File: config.mk
export PLATFORM = sky130hd
export DESIGN_NAME = mem_stage_access_unit
export DESIGN_NICKNAME = d
export VERILOG_FILES = /design/src/rtl/mem_stage_access_unit.sv
export SDC_FILE = /design/constraint.sdc
export NUM_CORES = 1
export LEC_CHECK = 0
export BUFFER_PORTS_ARGS = -buffer_cell sky130_fd_sc_hd__buf_2
export CORE_MARGIN = 2
export CORE_UTILIZATION = 44
export CTS_BUF_LIST = sky130_fd_sc_hd__clkbuf_4
export DETAILED_ROUTE_END_ITERATION = 10
export GPL_TIMING_DRIVEN = 0
export PLACE_DENSITY = 0.78
export SETUP_SLACK_MARGIN = 0.15
export SLEW_MARGIN = 10
export SYNTH_ARGS = -nofsm -noshare
export SYNTH_HDL_FRONTEND = slang
export SYNTH_SLANG_ARGS = --single-unit
File: constraint.sdc
create_clock -name clk -period 1.5 [get_ports clk]
set_clock_uncertainty 0.15 [all_clocks]
set_input_delay 0.225 -clock clk [delete_from_list [all_inputs] [get_ports clk]]
set_output_delay 0.225 -clock clk [all_outputs]
set_load 0.02 [all_outputs]
File: src/rtl/mem_stage_access_unit.sv
// MEM stage: drives a req/ack data memory, stalls upstream while an access is outstanding
// and registers the MEM/WB outputs. Build macro MEM_TIMEOUT_EN adds an ack timeout (mem_err).
module mem_stage_access_unit #(
  parameter int DATA_W      = 32,
  parameter int ADDR_W      = 8,
  parameter int PC_W        = 6,
  parameter int TIMEOUT_CYC = 16
) (
  input  logic              clk,
  input  logic              reset,
  input  logic [DATA_W-1:0] AluOutMem,
  input  logic [DATA_W-1:0] ReadData2Mem,
  input  logic [4:0]        rd_or_rt_M,
  input  logic              MemReadMem,
  input  logic              MemWriteMem,
  input  logic              RegWriteMem,
  input  logic [1:0]        MemtoRegMem,
  input  logic [PC_W-1:0]   pcPlus1Mem,
  output logic              mem_stall,
  output logic              dmem_req,
  output logic              dmem_we,
  output logic [ADDR_W-1:0] dmem_addr,
  output logic [DATA_W-1:0] dmem_wdata,
  input  logic              dmem_ack,
  input  logic [DATA_W-1:0] dmem_rdata,
  output logic [DATA_W-1:0] WbData,
  output logic [4:0]        rd_W,
  output logic              RegWriteWb,
  output logic              mem_err
);

  typedef enum logic [1:0] {IDLE, REQ, DONE} state_t;

  state_t            state;
  logic [DATA_W-1:0] rdataQ;
  logic [DATA_W-1:0] wbSel;
  logic              access;
  logic              timeoutHit;
  logic              unusedBits;

  assign access = MemReadMem | MemWriteMem;

`ifdef MEM_TIMEOUT_EN
  localparam int CNT_W = $clog2(TIMEOUT_CYC + 1);
  logic [CNT_W-1:0] waitCnt;

  assign timeoutHit = (waitCnt == CNT_W'(TIMEOUT_CYC - 1));
  assign unusedBits = ^AluOutMem[DATA_W-1:ADDR_W];
`else
  assign timeoutHit = 1'b0;
  assign mem_err    = 1'b0;
  assign unusedBits = (^AluOutMem[DATA_W-1:ADDR_W]) ^ (TIMEOUT_CYC < 0);
`endif

  // Stall asserts in the same cycle an access shows up so EX/MEM holds immediately
  always_comb begin
    case (state)
      IDLE:    mem_stall = access;
      REQ:     mem_stall = 1'b1;
      default: mem_stall = 1'b0;
    endcase
  end

  always_comb begin
    case (MemtoRegMem)
      2'b01:   wbSel = rdataQ;
      2'b10:   wbSel = {{(DATA_W-PC_W){1'b0}}, pcPlus1Mem};
      default: wbSel = AluOutMem;
    endcase
  end

  // Access FSM plus MEM/WB register; a stalled edge inserts a bubble
  always_ff @(posedge clk) begin
    if (reset) begin
      state      <= IDLE;
      dmem_req   <= 1'b0;
      dmem_we    <= 1'b0;
      dmem_addr  <= '0;
      dmem_wdata <= '0;
      rdataQ     <= '0;
      WbData     <= '0;
      rd_W       <= '0;
      RegWriteWb <= 1'b0;
`ifdef MEM_TIMEOUT_EN
      waitCnt    <= '0;
      mem_err    <= 1'b0;
`endif
    end else begin
`ifdef MEM_TIMEOUT_EN
      mem_err <= 1'b0;
      if (state == REQ) begin
        waitCnt <= waitCnt + 1'b1;
      end else begin
        waitCnt <= '0;
      end
`endif
      if (mem_stall) begin
        RegWriteWb <= 1'b0;
      end else begin
        WbData     <= wbSel;
        rd_W       <= rd_or_rt_M;
        RegWriteWb <= RegWriteMem;
      end

      case (state)
        IDLE: begin
          if (access) begin
            dmem_addr  <= AluOutMem[ADDR_W-1:0];
            dmem_wdata <= ReadData2Mem;
            dmem_we    <= MemWriteMem;
            dmem_req   <= 1'b1;
            state      <= REQ;
          end
        end
        REQ: begin
          // A late ack still beats a timeout landing on the same edge
          if (dmem_ack) begin
            dmem_req <= 1'b0;
            if (!dmem_we) begin
              rdataQ <= dmem_rdata;
            end
            state <= DONE;
          end else if (timeoutHit) begin
            dmem_req <= 1'b0;
            rdataQ   <= DATA_W'(32'hDEADBEEF);
            state    <= DONE;
`ifdef MEM_TIMEOUT_EN
            mem_err  <= 1'b1;
`endif
          end
        end
        default: state <= IDLE;
      endcase
    end
  end

endmodule

==> impl_results.md, run 1 <==
* H-tree depth at 4
* GRT repair_timing worst endpoint: mem_stall
* Synth warnings at 0
* CTS sink cnt at 114
* Worst ep type: top-level output
* # IOs at 197
* GRT Util Overall at 73.85%
* Pre-CTS setup slack at -268.6 ps
* First Err: [ERROR GRT-0232] Routing congestion too high. Check the congestion heatmap in the GUI.
* Post-Synthesis Cells at 541
* Status: stopped before the end
* Synth top area cells: dfxtp_1, nand2_1, a21oi_1, a22o_1, o21ai_0
* Fail Step: global routing
* Initial core utilization at 45.50%
* Mapped Nets at 658
* Sequential area share after synthesis at 51.08%
* Placement-stage cell area at 5645 um^2
* Port buffer count at 195
* Post-synth top area share at 51.08%
* Yosys cell types at 26
* Initial antenna violation count at 6
* Synth Register Bits at 114
* CTS root buf: clkbuf_4
* Synth area leader: dfxtp_1
* Max clock buf depth at 2
* Largest net degree at the start of global routing at 17
* Die width at 104.8 um
* Post-DP HPWL at 10020 um
* Die height at 104.8 um
* Avg Cell Area, Syn at 8.259 um^2
* Rows at 36
* Gr ovfl total at 76
* Cell area after synthesis at 4468 um^2
* GPL Wtd Cong at 0.8378
* TritonCTS buffer count at 17
==> cells by family after synthesis <==
| logic type | count (synthesis) | share of synthesized area, % |
|---|---|---|
| AOI/OAI and AO/OA | 192 | 25.18 |
| adders and majority gates | 2 | 0.5600 |
| buffers and inverters | 56 | 6.301 |
| DFF | 114 | 51.08 |
| other | 1 | 0.08393 |
| and+or+nand+nor | 176 | 16.80 |
==> synthesized netlist by cell type <==
cell type	number
and2_1	1
a21oi_1	73
a22oi_1	7
o21ba_2	1
a22o_1	37
nand3_1	40
dfxtp_1	114
o21ai_0	59
buf_1	4
o21ai_1	14
clkbuf_1	22
nand3b_1	1
a21boi_1	1
ha_1	2
nor3_2	2
or2_1	1
nor2_1	5
inv_1	3
and4bb_1	1
conb_1	1
buf_6	4
buf_2	18
or2_2	1
nand4bb_1	1
nand2_1	123
buf_4	5
==> metal layers <==
| layer | GRT overflow | track usage (%) |
|---|---|---|
| met3 | 2 | 57.58 |
| met5 | 0 | 8.095 |
| met4 | 39 | 83.05 |
| met1 | 3 | 69.16 |
| met2 | 32 | 93.41 |
==> stage by stage <==
step | utilization, % | TNS, ps | std cells | hold slack (ps)
2_1_floorplan | - | 0 | 541 | 162.1
3_3_place_gp | 57.49 | -8193 | 869 | 274.6
3_5_place_dp | 57.49 | -9560 | 869 | 284.5
4_1_cts | 83.36 | -767.1 | 1037 | 68.58
==> what timing repair did <==
action                     CTS
pin swaps                   29
setup endpoints to repair  185
gates cloned                 4
setup buffers               21
gates resized for setup    326
hold endpoints to repair   114
hold buffers               111
==> run 2, diff against run 1 <==
--- a/config.mk
+++ b/config.mk
@@ -7,12 +7,10 @@
 export LEC_CHECK = 0
 export BUFFER_PORTS_ARGS = -buffer_cell sky130_fd_sc_hd__buf_2
 export CORE_MARGIN = 2
-export CORE_UTILIZATION = 44
-export CTS_BUF_LIST = sky130_fd_sc_hd__clkbuf_4
+export CORE_UTILIZATION = 40
 export DETAILED_ROUTE_END_ITERATION = 10
 export GPL_TIMING_DRIVEN = 0
-export PLACE_DENSITY = 0.78
-export SETUP_SLACK_MARGIN = 0.15
+export PLACE_DENSITY_LB_ADDON = 0.15
 export SLEW_MARGIN = 10
 export SYNTH_ARGS = -nofsm -noshare
 export SYNTH_HDL_FRONTEND = slang
==> constraint.sdc (replaced) <==
create_clock -name clk -period 2 [get_ports clk]
set_clock_uncertainty 0.15 [all_clocks]
set_input_delay 0.3 -clock clk [delete_from_list [all_inputs] [get_ports clk]]
set_output_delay 0.3 -clock clk [all_outputs]
set_load 0.02 [all_outputs]
==> impl_results.md, run 2 <==
* Status: complete, no violations
* Drt drc at 0
* Crit path from: MemWriteMem
* CP cell instances: dlygate4sd3_1 > buf_2 > nor3_4 > nor2_1 > buf_2
* Sequential area share after synthesis at 51.08%
* Worst IR Drop VDD at 0.6855 mV
* Vias in the first global route at 5099
* # IOs at 197
* GRT Util Overall at 25.60%
* Critical path required time at 1550 ps
* Reg2reg start: state[0]
* Initial core utilization at 41.04%
* CTS tree: built
* Post-DP HPWL at 9975 um
* Core Region at 10890 um^2
* GPL Wtd Cong at 0.7888
* CTS root buf: clkbuf_8
* TritonCTS buffer count at 17
* Max Clock Freq at 520.8 MHz
* Final hold slack at 38.46 ps
* Max clock buf depth at 2
* CP Launch Type: primary input
* Synth cell count leaders: nand2_1, dfxtp_1, a21oi_1
* Post-route minimum period at 1920 ps
* First-pass GRT wire length at 23690 um
* Initial DRC count at 332
* Worst setup EP type: primary output
* Clock Latency Late Sink at 520 ps
* Synth Register Bits at 114
* Most frequent cells in the layout: buf_2, nand2_1, dfxtp_1
* Pleak at 0.003240 uW
* Reg-to-Reg End: dmem_wdata[4]
* Setup crit end: mem_stall
* Crit path largest cell delay at 530 ps
* DR vias/cell at 4.992
* Rows at 38
* Arrival time at the worst endpoint at 1470 ps
* Unrepaired setup endpoints after global routing: no
* Max-slew violation count at 0
* Commonest non-fill, non-tap cell in the layout: buf_2
* Endpoints failing setup at 0
* Max Cap Viol at 0
* Pwr dens at 882.3 nW/um^2
* Die width at 109.7 um
* Die height at 109.7 um
* Reg-to-reg slack, setup at 390 ps
* Asr flop ratio synth at 0%
* Post-Synthesis Cells at 541
* Avg Cell Area, Syn at 8.259 um^2
* Total power at 6376 uW
* Layout cells sized above 1 at 29.01%
* Worst R2R Path Depth at 4
* Worst min path class: primary input to register
* Synth area leader: dfxtp_1
* Mapped Nets at 658
* CTS clk-pin slew, worst paths at 50 ps
* Layout Nets at 976
* Gr ovfl total at 0
* Largest net degree at the start of global routing at 17
* Worst-path fanout max at 4
* Top-count cell post-synth: nand2_1
* H-tree depth at 4
* Detail Route Antenna Nets at 0
* Final Hold Fails at 0
* Yosys cell types at 26
* Post-Route WL at 15300 um
* Worst slew margin at 63.54%
* Fin Setup TNS at 0 ps
* Post-synth top flop: dfxtp_1
* Drt pass-1 iters at 5
* Critical Path Most Common Cell: buf_2
* Routed len/inst at 15.12 um
* Biggest regs: WbData x32, dmem_wdata x32, rdataQ x32
* Diode count at 0
* Slew @ Worst Pin at 546.9 ps
* CTS sink cnt at 114
* Synth top area cells: dfxtp_1, nand2_1, a21oi_1, a22o_1, o21ai_0
* Post-synth top area share at 51.08%
* Die area at 12030 um^2
* Synth warnings at 0
* Port buffer count at 195
* Cell area after synthesis at 4468 um^2
* Critical path class: primary input to primary output
* Post-synth EDFFs at 0
* Worst-path cell with the longest stage delay: dlygate4sd3_1
* Final Cycle Share at 96.00%
* Vias at 5052
* Initial antenna violation count at 0
* Area delta synth->final at 61.75%
-- run 2: cell counts after synthesis --
Identical to the previous run, type by type.
-- run 2: per-layer routing --
metal	vias to the layer above	wire, um	GRT usage (%)	part of all wire [%]
met5	-	0	0	0
met2	197	7511	43.87	49
met1	2307	6325	29.54	41
li1	2513	-	-	-
met3	35	1081	7.587	7.1
met4	0	386	11.12	2.5
-- run 2: where the power goes --
part | total, uW | switching [uW] | internal (uW)
logic | 1060 | 593 | 463
clock network | 2840 | 1000 | 1840
registers | 2480 | 70.2 | 2410
-- run 2: area by class of cell --
class	count	area, um^2
Fill cell	907	3661
Sequential cell	114	2282
Timing Repair Buffer	299	2017
Multi-Input combinational cell	371	1911
Clock buffer	28	515.5
Buffer	53	270.3
Tap cell	140	175.2
Clock inverter	4	45.04
Inverter	3	11.26
-- run 2: worst min-delay path by stage --
stage / endpoint / startpoint / slack (ps) / depth (start not counted)
after CTS: dmem_we / MemReadMem / 7 / 4
after floorplan: state[0] / dmem_ack / 240 / 1
after global placement: rdataQ[25] / rdataQ[25] / 290 / 2
after detailed placement: rdataQ[26] / rdataQ[26] / 300 / 2
final: dmem_we / MemReadMem / 40 / 4
after global routing: dmem_we / MemReadMem / 50 / 4
-- run 2: critical path, delay by kind of cell --
family | cells | cell delay (ps)
buffers and inverters | 3 | 850
and+or+nand+nor | 2 | 320
-- run 2: cells by family (layout without fill, tap and decap cells) --
group                      after synthesis  count (layout)  share of synthesized area (%)
other                                    1               1                        0.08393
adders and majority gates                2               2                         0.5600
buffers and inverters                   56             387                          6.301
DFF                                    114             114                          51.08
AOI/OAI and AO/OA                      192             192                          25.18
and+or+nand+nor                        176             176                          16.80
-- run 2: through the flow --
stage / std cells / cell area, um^2 / util [%] / setup slack [ps]
4_1_cts: 1012 / 7221 / 66.32 / 43.81
2_1_floorplan: 541 / 4468 / - / 437.9
5_1_grt: 1012 / 7227 / 66.38 / 36.96
6_report: 1012 / 7227 / 66.38 / 80.04
3_3_place_gp: 876 / 5619 / 51.61 / 78.94
3_5_place_dp: 876 / 5619 / 51.61 / 23.70
-- run 2: timing repair --
| action | 4_1_cts | 5_1_grt |
|---|---|---|
| endpoints found under the hold margin | 113 | 0 |
| hold buffers | 104 | 0 |
| gates resized for setup | 0 | 1 |
| endpoints found under the setup margin | 0 | 1 |
| buffers inserted | 0 | 0 |
No activity file was read; power rests on OpenSTA's default activity.
==> run 3, diff against run 2 <==
==> constraint.sdc (replaced) <==
create_clock -name clk -period 1.8 [get_ports clk]
set_clock_uncertainty 0.15 [all_clocks]
set_input_delay 0.27 -clock clk [delete_from_list [all_inputs] [get_ports clk]]
set_output_delay 0.27 -clock clk [all_outputs]
set_load 0.02 [all_outputs]
==> impl_results.md, run 3 (synthesis results as in run 2) <==
* Status: complete, no violations
* Worst IR Drop VDD at 0.7602 mV
* Reg2reg start: state[1]
* # IOs at 197
* Max Clock Freq at 578.1 MHz
* Crit path from: state[0]
* Setup crit end: mem_stall
* Fin cells at 1013
* Layout cells sized above 1 at 29.10%
* Die area at 12030 um^2
* Total power at 7086 uW
* Drt pass-1 iters at 4
* Routed len/inst at 15.14 um
* Pwr dens at 979.0 nW/um^2
* Fill cells at 903
* First-pass GRT wire length at 23820 um
* GPL Wtd Cong at 0.7888
* Initial antenna violation count at 0
* Worst-path fanout max at 7
* Unrepaired setup endpoints after global routing: no
* Final Cycle Share at 96.11%
* Clk pwr share at 44.5%
* DR vias/cell at 4.998
* Die width at 109.7 um
* Post-Route WL at 15340 um
* Drt drc at 0
* Worst R2R Path Depth at 5
* Initial core utilization at 41.04%
* Arrival time at the worst endpoint at 1310 ps
* Most frequent cells in the layout: buf_2, nand2_1, dfxtp_1
* CTS sink cnt at 114
* Clock Latency Late Sink at 520 ps
* Max Cap Viol at 0
* Slew @ Worst Pin at 542.7 ps
* Critical path required time at 1380 ps
* Post-DP HPWL at 9975 um
* Reg-to-Reg End: dmem_wdata[4]
* Fin util at 66.48%
* Detail Route Antenna Nets at 0
* CTS tree: built
* Largest net degree at the start of global routing at 17
* Port buffer count at 195
* Internal power at 5238 uW
* Post-route minimum period at 1730 ps
* Max clock buf depth at 2
* Worst setup EP type: primary output
* Commonest non-fill, non-tap cell in the layout: buf_2
* Initial DRC count at 353
* Diode count at 0
* Reg-to-reg slack, setup at 190 ps
* CTS root buf: clkbuf_8
* Vias at 5063
* Reg power frac at 38.9%
* H-tree depth at 4
* GRT Util Overall at 25.73%
* Gr ovfl total at 0
* Pleak at 0.003245 uW
* Max-slew violation count at 0
* Final Hold Fails at 0
* Biggest regs: WbData x32, dmem_wdata x32, rdataQ x32
* Layout Nets at 977
* Worst min path class: primary input to register
* Die height at 109.7 um
* Post-CTS Setup Bufs at 0
* # placed instances at 876
* Rows at 38
* CTS clk-pin slew, worst paths at 50 ps
* Core Region at 10890 um^2
* TritonCTS buffer count at 17
* Critical path class: register to primary output
* CP Launch Type: register
* Vias in the first global route at 5130
* Worst slew margin at 63.82%
* Psw at 1848 uW
* Endpoints failing setup at 0
* Comb power frac at 16.6%
* Switching share of power at 26.08%
* Area delta synth->final at 62.00%
run 3: cell types whose count changed in the layout (fill, tap and decap cells not counted), sizes merged:
| cell | change |
|---|---|
| dlygate4sd3 | +1 |
run 3: layout make-up:
| class | instances | area, um^2 | area share, % |
|---|---|---|---|
| timing repair buffer | 300 | 2027 | 28.00 |
| multi-input combinational | 371 | 1911 | 26.40 |
| inverter | 3 | 11.26 | 0.1556 |
| clock buffer | 28 | 515.5 | 7.122 |
| clock inverter | 4 | 45.04 | 0.6223 |
| sequential | 114 | 2283 | 31.55 |
| tap | 140 | 175.2 | 2.420 |
| buffer | 53 | 270.3 | 3.734 |
run 3: per-layer routing:
metal	global-route usage (%)	routed length (um)	vias to the layer above	part of all wire [%]
met5	0	0	-	0
met4	11.12	398	0	2.6
met3	7.706	1046	38	6.8
met2	44.27	7549	192	49
met1	29.52	6341	2314	41
li1	-	-	2519	-
run 3: power by group through the flow:
| stage | registers [uW] | clock network [uW] | logic (uW) |
|---|---|---|---|
| after floorplan | 2940 | 0 | 446 |
| after global placement | 2790 | 0 | 970 |
| after detailed placement | 2800 | 0 | 985 |
| after CTS | 2750 | 3180 | 1170 |
| after global routing | 2770 | 3300 | 1290 |
| final | 2760 | 3150 | 1180 |
run 3: worst max-delay path, cell delays in order (launching register included):
cell	delay, ps
dfxtp_2	360
nor3_4	190
nor2_1	70
buf_2	170
run 3: through the flow:
step	hold WS [ps]	instance area [um^2]	TNS (ps)	worst slack, ps
6_report	19.85	7238	0	70.05
5_1_grt	38.33	7238	0	26.77
4_1_cts	10.25	7237	0	29.22
3_5_place_dp	296.5	5619	-1806	-146.3
3_3_place_gp	293.0	5619	-1223	-91.06
2_1_floorplan	214.6	4468	0	267.9
run 3: timing repair:
| item | CTS | global route |
|---|---|---|
| setup endpoints to repair | 1 | 1 |
| endpoints found under the hold margin | 114 | 0 |
| pin swaps | 1 | 0 |
| gates resized for setup | 1 | 1 |
| hold buffers | 105 | 0 |
run 3: worst min-delay path by stage:
| stage | to | depth (start not counted) | slack, ps | startpoint |
|---|---|---|---|---|
| floorplan | state[0] | 1 | 210 | dmem_ack |
| global placement | rdataQ[25] | 2 | 290 | rdataQ[25] |
| detailed placement | rdataQ[26] | 2 | 300 | rdataQ[26] |
| CTS | WbData[3] | 4 | 10 | pcPlus1Mem[3] |
| global route | WbData[2] | 4 | 40 | pcPlus1Mem[2] |
| finish | WbData[3] | 4 | 20 | pcPlus1Mem[3] |
